--- config.mk ---
export PLATFORM = sky130hd
export DESIGN_NAME = board_ctrl
export DESIGN_NICKNAME = d
export VERILOG_FILES = /design/src/rtl/board_ctrl.sv
export SDC_FILE = /design/constraint.sdc
export NUM_CORES = 1
export LEC_CHECK = 0
export ABC_AREA = 1
export CORE_AREA = 2 2 147 149
export CTS_BUF_LIST = sky130_fd_sc_hd__clkbuf_2
export CTS_CLUSTER_DIAMETER = 40
export DETAILED_ROUTE_END_ITERATION = 16
export DIE_AREA = 0 0 149 151
export PLACE_DENSITY_LB_ADDON = 0.15
export SLEW_MARGIN = 10
export SYNTH_ARGS = -nofsm -noshare
export SYNTH_HDL_FRONTEND = slang
export SYNTH_SLANG_ARGS = --single-unit
--- constraint.sdc ---
create_clock -name clk100_in -period 3 [get_ports clk100_in]
set_input_delay 0.9 -clock clk100_in [delete_from_list [all_inputs] [get_ports clk100_in]]
set_output_delay 0.9 -clock clk100_in [all_outputs]
set_load 0.02 [all_outputs]
--- src/rtl/board_ctrl.sv ---
// Memory-game board controller: 6x6 cursor, two-card select, typed compare via external memory.
// Define BOARD_CTRL_WRAP_EN to make cursor moves wrap at the board edges instead of saturating.
module board_ctrl #(
  parameter int TYPE_W = 4
) (
  input  logic              clk100_in,
  input  logic              rst_n_in,
  input  logic              new_game,
  input  logic              btn_up,
  input  logic              btn_down,
  input  logic              btn_left,
  input  logic              btn_right,
  input  logic              btn_sel,
  output logic [5:0]        type_addr,
  input  logic [TYPE_W-1:0] type_data,
  output logic [35:0]       hidden_bus,
  output logic [35:0]       blink_bus,
  output logic [35:0]       sel_bus,
  output logic              match_pulse,
  output logic              mismatch_pulse,
  output logic              busy,
  output logic              board_clear
);

`ifdef BOARD_CTRL_WRAP_EN
  localparam bit WRAP = 1'b1;
`else
  localparam bit WRAP = 1'b0;
`endif

  typedef enum logic [2:0] {IDLE, ONE, RD_A, RD_B, CMP} state_e;

  state_e            state_q, state_d;
  logic [2:0]        row_q, row_d, col_q, col_d;
  logic [5:0]        first_q, first_d, second_q, second_d;
  logic [TYPE_W-1:0] type_a_q, type_a_d;
  logic [35:0]       hidden_q, hidden_d, sel_q, sel_d, blink_q, blink_d;
  logic              match_q, match_d, mismatch_q, mismatch_d, clear_q, clear_d;
  logic [5:0]        cur_idx, next_idx;

  assign cur_idx  = ({3'b000, row_q} * 6'd6) + {3'b000, col_q};
  assign next_idx = ({3'b000, row_d} * 6'd6) + {3'b000, col_d};

  // Cursor: one move per cycle, up > down > left > right, accepted in every state.
  always_comb begin
    // NOTE: every combinational output gets a default first so no path leaves it unassigned (no latch).
    row_d = row_q;
    col_d = col_q;
    if (btn_up) begin
      if (row_q != 3'd0)  row_d = row_q - 3'd1;
      else if (WRAP)      row_d = 3'd5;
    end else if (btn_down) begin
      if (row_q != 3'd5)  row_d = row_q + 3'd1;
      else if (WRAP)      row_d = 3'd0;
    end else if (btn_left) begin
      if (col_q != 3'd0)  col_d = col_q - 3'd1;
      else if (WRAP)      col_d = 3'd5;
    end else if (btn_right) begin
      if (col_q != 3'd5)  col_d = col_q + 3'd1;
      else if (WRAP)      col_d = 3'd0;
    end
    if (new_game) begin
      row_d = 3'd0;
      col_d = 3'd0;
    end
    blink_d = 36'd1 << next_idx;
  end

  // Selection FSM; btn_sel always acts on the pre-move cursor (cur_idx).
  always_comb begin
    state_d    = state_q;
    first_d    = first_q;
    second_d   = second_q;
    type_a_d   = type_a_q;
    hidden_d   = hidden_q;
    sel_d      = sel_q;
    match_d    = 1'b0;
    mismatch_d = 1'b0;
    unique case (state_q)
      IDLE: begin
        if (btn_sel && !hidden_q[cur_idx]) begin
          sel_d[cur_idx] = 1'b1;
          first_d        = cur_idx;
          state_d        = ONE;
        end
      end
      ONE: begin
        if (btn_sel) begin
          if (cur_idx == first_q) begin
            sel_d[cur_idx] = 1'b0;
            state_d        = IDLE;
          end else if (!hidden_q[cur_idx]) begin
            sel_d[cur_idx] = 1'b1;
            second_d       = cur_idx;
            state_d        = RD_A;
          end
        end
      end
      RD_A: state_d = RD_B;
      RD_B: begin
        type_a_d = type_data;
        state_d  = CMP;
      end
      CMP: begin
        sel_d[first_q]  = 1'b0;
        sel_d[second_q] = 1'b0;
        if (type_data == type_a_q) begin
          hidden_d[first_q]  = 1'b1;
          hidden_d[second_q] = 1'b1;
          match_d            = 1'b1;
        end else begin
          mismatch_d = 1'b1;
        end
        state_d = IDLE;
      end
      default: state_d = IDLE;
    endcase
    // A new game discards whatever compare was in flight.
    if (new_game) begin
      state_d    = IDLE;
      hidden_d   = '0;
      sel_d      = '0;
      match_d    = 1'b0;
      mismatch_d = 1'b0;
    end
    clear_d = &hidden_d;
  end

  always_ff @(posedge clk100_in or negedge rst_n_in) begin
    if (!rst_n_in) begin
      state_q    <= IDLE;
      row_q      <= 3'd0;
      col_q      <= 3'd0;
      first_q    <= 6'd0;
      second_q   <= 6'd0;
      type_a_q   <= '0;
      hidden_q   <= '0;
      sel_q      <= '0;
      blink_q    <= 36'h1;
      match_q    <= 1'b0;
      mismatch_q <= 1'b0;
      clear_q    <= 1'b0;
    end else begin
      // NOTE: state registers use non-blocking assignments so all flops sample pre-edge values.
      state_q    <= state_d;
      row_q      <= row_d;
      col_q      <= col_d;
      first_q    <= first_d;
      second_q   <= second_d;
      type_a_q   <= type_a_d;
      hidden_q   <= hidden_d;
      sel_q      <= sel_d;
      blink_q    <= blink_d;
      match_q    <= match_d;
      mismatch_q <= mismatch_d;
      clear_q    <= clear_d;
    end
  end

  // Memory is read one cycle ahead: RD_A fetches type A, RD_B fetches type B.
  always_comb begin
    unique case (state_q)
      RD_A:      type_addr = first_q;
      RD_B, CMP: type_addr = second_q;
      default:   type_addr = cur_idx;
    endcase
  end

  assign busy           = (state_q == RD_A) || (state_q == RD_B) || (state_q == CMP);
  assign hidden_bus     = hidden_q;
  assign blink_bus      = blink_q;
  assign sel_bus        = sel_q;
  assign match_pulse    = match_q;
  assign mismatch_pulse = mismatch_q;
  assign board_clear    = clear_q;

endmodule

==> key figures <==
Outcome
  – Status: finished, violations left
  – Failing checks: setup timing

Floorplan
  – Area of the core: approximately 0.021 sq mm
  – Die width: 149 microns
  – Row count: between 50 and 60
  – Initial core utilization: around 45%
  – DIE HEIGHT: between 150 and 200 microns
  – Die area: approximately 0.022 sq mm
  – I/O pin total: 130

Layout
  – Nets: approximately 1600
  – Area delta synth->final: 44.0%
  – Fillers: 1829
  – Core Util, Final: ~64%
  – Share of layout cells above drive strength 1: roughly 30%
  – Final instance area: 0.0134 sq mm
  – Most frequent cells in the layout: nand2_1, buf_4, dfrtp_1
  – Most common cell after layout, fill and taps aside: nand2_1

Power and ir drop
  – Sw Share: between 40% and 50%
  – Clock share of power: about an eighth
  – Pwr Total: between 9 and 10 mW
  – Pwr Density: between 700 and 800 mW/mm^2
  – Sw power: 4.86 mW
  – Internal power: 5.09 mW
  – Seq pwr share: about a quarter
  – Max VDD drop: around 0.50 mV
  – Gate power share: between 60 and 70%
  – LEAKAGE: 6.16 nW

Clock network
  – Sink Count: 136
  – H-tree Lvls: 4
  – Clock transition at the registers of the reported paths: between 0.2 and 0.3 ns
  – Clk_lat worst skew: slightly above 0.7 ns
  – Post-CTS Hold Fix Bufs: 0
  – CTS tree: done
  – Buffer depth of the longest clock path: 2
  – CTS root buf: clkbuf_2
  – Num CTS Buffers: 17

Global routing
  – Global Route met1 Usage: ~43%
  – First-pass GRT wire length: 51.6 mm
  – Vias in the first global route: a little over 9000
  – Initial antenna violation count: 1
  – Met2 usage: 45.1%
  – GRT Overall Usage: between 20% and 30%
  – GRT busiest layer: met2
  – Largest net degree at the start of global routing: 58
  – GR Util met3: 5.39%
  – Gr ovfl total: 0

Logic synthesis
  – Synth warn: 0
  – Unique masters post-synth: 49
  – Post-synth EDFFs: 0
  – Synthesized flop and latch total: between 100 and 150
  – Syn_nets: between 1000 and 1500
  – Synth async-reset ratio: 100%
  – Post-Syn Area per Cell: 7.17 sq um
  – Synthesized area: around 0.0093 sq mm
  – Post-Syn Instances: 1301
  – Top FF cell, synth: dfrtp_1
  – Sequential area share after synthesis: 36.5%

Worst setup path
  – Crit start category: flip-flop
  – Critical Path End Type: output pin
  – Worst setup path category: flip-flop to output pin
  – Required time worst endpoint: roughly 2.1 ns
  – Critical Path Fanout Max: 4
  – CP arrival: between 2 and 3 ns

Timing
  – RSZ-0062 raised after global routing: yes
  – Final setup viols: 92
  – Worst setup margin: -0.531 ns
  – Final Hold Vio Count: 0
  – Tmin final: 3.53 ns
  – Final Slew Violations: 0
  – Slew Limit Headroom: between 60% and 70%
  – Tightest Pin Transition: 0.510 ns
  – Fmax: between 200 and 300 MHz
  – Fin crit share: 118%
  – Clk_skew: 0.0380 ns

Route
  – Wirelength per Cell: ~18 microns
  – Drt first pass iters: 6
  – Vias per cell: about 5.5
  – Routed wire length: about 34 mm
  – Via Count: about 10000
  – Routed Antenna Nets: 0
  – DRC violations left: 0
  – Initial DRC Count: 920

Placed design
  – Pre-CTS WS: -0.533 ns
  – Placer congestion estimate: roughly 0.98
  – Post-placement cell area: roughly 0.012 sq mm
  – Port Buffer Count: 129
  – DP Wirelength: 22.4 mm

Worst hold path
  – Hold crit path type: input pin to asynchronous set/reset pin

Flow run
  – Max Cap Violations: 0
==> critical path, cell delays in order, from the launching register on <==
cell	delay, ns
dfrtp_1	0.42
buf_4	0.13
ha_4	0.13
inv_2	0.04
fa_2	0.59
nor2_4	0.05
buf_4	0.14
nand3_2	0.07
nand2_2	0.07
o21ai_2	0.16
buf_6	0.13
==> cell families (layout without fill, tap and decap cells) <==
| kind of cell | after synthesis | in the layout | synth area share [%] |
|---|---|---|---|
| AO/OA/AOI/OAI | 179 | 179 | 12.2 |
| XOR/XNOR | 12 | 12 | 1.57 |
| adder cells (fa/ha/maj) | 21 | 21 | 3.14 |
| buffers and inverters | 191 | 478 | 8.94 |
| flip-flops | 136 | 136 | 36.5 |
| other | 0 | 1 | 0 |
| AND/OR/NAND/NOR | 762 | 765 | 37.6 |
==> layer usage <==
layer	vias up	routed length, microns
li1	4801	-
met1	4839	14700
met2	499	15200
met3	79	3030
met4	0	1000
met5	-	0
==> path summary, 6_finish.rpt <==
path	startpoint	depth (start not counted)	to	slack, ns
max	row_q[1]$_DFF_PN0_	10	type_addr[5]	-0.53
min	rst_n_in	1	row_q[2]$_DFF_PN0_	0.05
max reg2reg	row_q[0]$_DFF_PN0_	23	sel_bus[23]$_DFFE_PN0P_	-0.45
min reg2reg	type_a_q[1]$_DFFE_PN0N_	2	type_a_q[1]$_DFFE_PN0N_	0.52
max in group asynchronous	rst_n_in	2	hidden_bus[8]$_DFF_PN0_	2.14
min in group clk100_in	type_a_q[1]$_DFFE_PN0N_	2	type_a_q[1]$_DFFE_PN0N_	0.52
==> per-stage QoR <==
stage / TNS [ns] / hold WS [ns] / cells
after detailed placement: -34.70 / 0.481 / 1768
after global placement: -31.30 / 0.474 / 1768
after CTS: -16.70 / 0.0284 / 1847
after floorplan: 0 / 0.456 / 1301
final: -27.71 / 0.0515 / 1867
after global routing: -40.20 / 0.0107 / 1867
==> cell usage after synthesis (all sizes together), types with 3 or more instances <==
master | instances | area [sq um]
a21oi | 47 | 235
o22ai | 13 | 81.3
or2 | 9 | 56.3
nor3 | 7 | 40.0
dfrtp | 135 | 3380
xnor2 | 5 | 70.1
o21bai | 16 | 124
o21ai | 55 | 287
nand2 | 390 | 1560
nand3 | 180 | 1080
clkbuf | 21 | 78.8
buf | 41 | 268
fa | 4 | 80.1
nand4 | 14 | 93.8
xor2 | 7 | 76.3
ha | 17 | 213
o22a | 36 | 315
nor2 | 158 | 651
a22oi | 6 | 45.0
inv | 128 | 483
nor4 | 3 | 18.8
o211ai | 3 | 27.5
==> sequential cells by signal, indices dropped and copies added, names as in the netlist, 3 cells and up <==
name / count
state_q: 3
type_a_q: 4
second_q: 6
blink_bus: 36
first_q: 6
sel_bus: 36
hidden_bus: 36
col_q: 3
row_q: 3
==> what timing repair did <==
action                                  CTS  global route
buffers inserted                         41            19
gates cloned                              7             3
endpoints found under the hold margin     0             0
pin swaps                                34            54
endpoints found under the setup margin   90            93
gates resized for setup                 152           141
==> area by class of cell <==
cell class	instances	area [sq um]	area share (%)
Antenna cell	1	2.50	0.0186
Clock buffer	17	85.1	0.634
Clock inverter	15	156	1.16
Inverter	129	509	3.79
Multi-Input combinational cell	977	5820	43.4
Sequential cell	136	3410	25.4
Tap cell	275	344	2.56
Timing Repair Buffer	317	3100	23.1
==> power groups by stage <==
stage | Combinational (mW) | Clock, mW | Sequential [mW]
after floorplan | 2.80 | 0 | 2.77
after global placement | 4.68 | 0 | 2.63
after detailed placement | 4.73 | 0 | 2.63
after CTS | 5.53 | 1.18 | 2.61
after global routing | 6.54 | 1.27 | 2.67
final | 6.14 | 1.17 | 2.63
No activity file was read; power rests on OpenSTA's default activity.
==> variant, RTL diff (same settings) <==
The parameter `TYPE_W` goes from 4 to 6.
--- a/src/rtl/board_ctrl.sv
+++ b/src/rtl/board_ctrl.sv
@@ -1,7 +1,7 @@
 // Memory-game board controller: 6x6 cursor, two-card select, typed compare via external memory.
 // Define BOARD_CTRL_WRAP_EN to make cursor moves wrap at the board edges instead of saturating.
 module board_ctrl #(
-  parameter int TYPE_W = 4
+  parameter int TYPE_W = 6
 ) (
   input  logic              clk100_in,
   input  logic              rst_n_in,
Interface: changed (resized type_data); port bits go from 130 to 132. No check against the original RTL was run, so the function may have changed too.
==> variant against the original RTL <==
  * The flow still finishes with violations (setup timing)
  * Worst hold slack better by 0.48 ns
  * Wire length grew 2.6%
  * Critical endpoint is now type_addr[4]
  * Largest cell class unchanged
  * Worst setup slack worse by 0.15 ns
  * First-iteration DRC count rose by 9.8%
  * Sequential cell count increased by 2
  * Design area is 4.5% higher
  * Total power grew 5.7%
  * Largest power group unchanged
  * Area after synthesis increased by 4.2%
==> variant: results (changes against the original RTL) <==
[run_status]
outcome = finished with violations  ; unchanged
failed_checks = setup timing  ; unchanged

[pwr]
powerClk_uw = 1250  ; was 1170 uW
p_switching_uw = 5207  ; was 4862 uW
worst_ir_drop_vdd_uv = 555.4  ; was 503.8 uV
power_combinational_uw = 6550  ; was 6140 uW
sw_frac_of_total_pct = 49.50  ; was 48.86%

[grt]
grt_first_pass_wirelength_mm = 53.27  ; was 51.58 mm
global_router_s_overall_resource_usage_pct = 30.53  ; was 29.62%
largest_net_degree_at_the_start_of_global_routing = 90  ; was 58
antenna_found_initial = 2  ; was 1

[clock_network]
cts.clk_slew.worst_paths_ns = 0.29  ; was 0.25 ns
clkLatencyLatePin_ns = 0.79  ; was 0.72 ns

[placement]
io_buffers = 131  ; was 129
dpl_worst_slack_ns = -0.6976  ; was -0.5332 ns
routabilityCongestion = 0.9968  ; was 0.9845
dp_cells = 1862  ; was 1,768

[sta]
setup_slack_ns = -0.6851  ; was -0.5311 ns
finalSetupViolations = 93  ; was 92
tightest_slew_ns = 0.9495  ; was 0.5098 ns

[min_path]
worstHoldPathType = flip-flop to flip-flop  ; was input port to async pin

[synthesis]
seq_area_frac_synth_pct = 35.57  ; was 36.52%
netlist-cell-type-count = 48  ; was 49
synth-compound-area-share_pct = 9.185  ; was 12.21%
synth_xor_area_share_pct = 1.456  ; was 1.570%
postSynthCellCount = 1406  ; was 1,301
yosys-top-cells-count = sky130_fd_sc_hd__nand2_1, sky130_fd_sc_hd__nor2_1, sky130_fd_sc_hd__dfrtp_1  ; was sky130_fd_sc_hd__nand2_1, sky130_fd_sc_hd__nor2_1, sky130_fd_sc_hd__nand3_1
post_synth_main_area_contributors = sky130_fd_sc_hd__dfrtp_1, sky130_fd_sc_hd__nand2_1, sky130_fd_sc_hd__nor2_1  ; was sky130_fd_sc_hd__dfrtp_1, sky130_fd_sc_hd__nand2_1, sky130_fd_sc_hd__nand3_1
adder_and_majority_gate_portion_of_the_synthesized_area_pct = 3.014  ; was 3.141%

[worst_setup_path]
critPathLaunch = row_q[0]  ; was row_q[1]
cp_peak_stage_delay_ns = 0.52  ; was 0.59 ns
cp.arrival_ns = 2.79  ; was 2.63 ns

[drt]
first_iter_violations = 1010  ; was 920

[finish]
share_of_cells_above_drive_strength_1_pct = 29.79  ; was 29.48%

-- variant: area by class of cell --
| cell class | count | area (um^2) |
|---|---|---|
| antenna | 2 | 5.005 |
| clock buffer | 17 | 85.08 |
| clock inverter | 15 | 191.4 |
| fill | 1763 | 6785 |
| inverter | 134 | 524.3 |
| multi-input combinational | 1077 | 6327 |
| sequential | 138 | 3461 |
| tap | 275 | 344.1 |
| timing repair buffer | 301 | 3099 |
-- variant: metal layers --
layer | up-vias | routed length, um | part of all wire [%] | global-route usage, %
met1 | 5031 | 14530 | 42 | 41.39
met5 | - | 13 | 0.037 | 0
met3 | 94 | 2810 | 8.1 | 6.657
li1 | 5016 | - | - | -
met2 | 502 | 16430 | 47 | 48.66
met4 | 2 | 1097 | 3.1 | 10.14
-- variant: metrics by stage --
stage	hold slack (ns)	TNS (ns)	utilization [%]
floorplan	0.4563	-0.001716	-
global placement	0.4697	-39.35	57.63
detailed placement	0.4816	-43.74	57.63
CTS	0.5395	-21.46	65.28
global route	0.5692	-38.84	67.40
finish	0.5352	-25.18	67.41
-- variant: final timing paths --
kind,cells past startpoint,end
setup / recovery,11,type_addr[4]
hold / removal,2,type_a_q[3]
setup reg to reg,22,sel_bus[7]
hold reg to reg,2,type_a_q[3]
max in group asynchronous,3,blink_bus[0]
min in group asynchronous,2,type_a_q[1]
-- variant: timing repair --
action                                 4_1_cts  5_1_grt
pin swaps                                   46       63
buffers inserted                            47        9
setup endpoints to repair                   93       93
gates cloned                                13        1
endpoints found under the hold margin       10        0
resized for setup                          224      122
hold buffers                                 1        0
-- variant: worst max-delay path: cells and delay by family (launching register included) --
family	cells	cell delay, ns
buf+inv	3	0.38
fa+ha+maj	2	0.49
flops	1	0.52
simple gates	5	0.45
compound gates	1	0.16
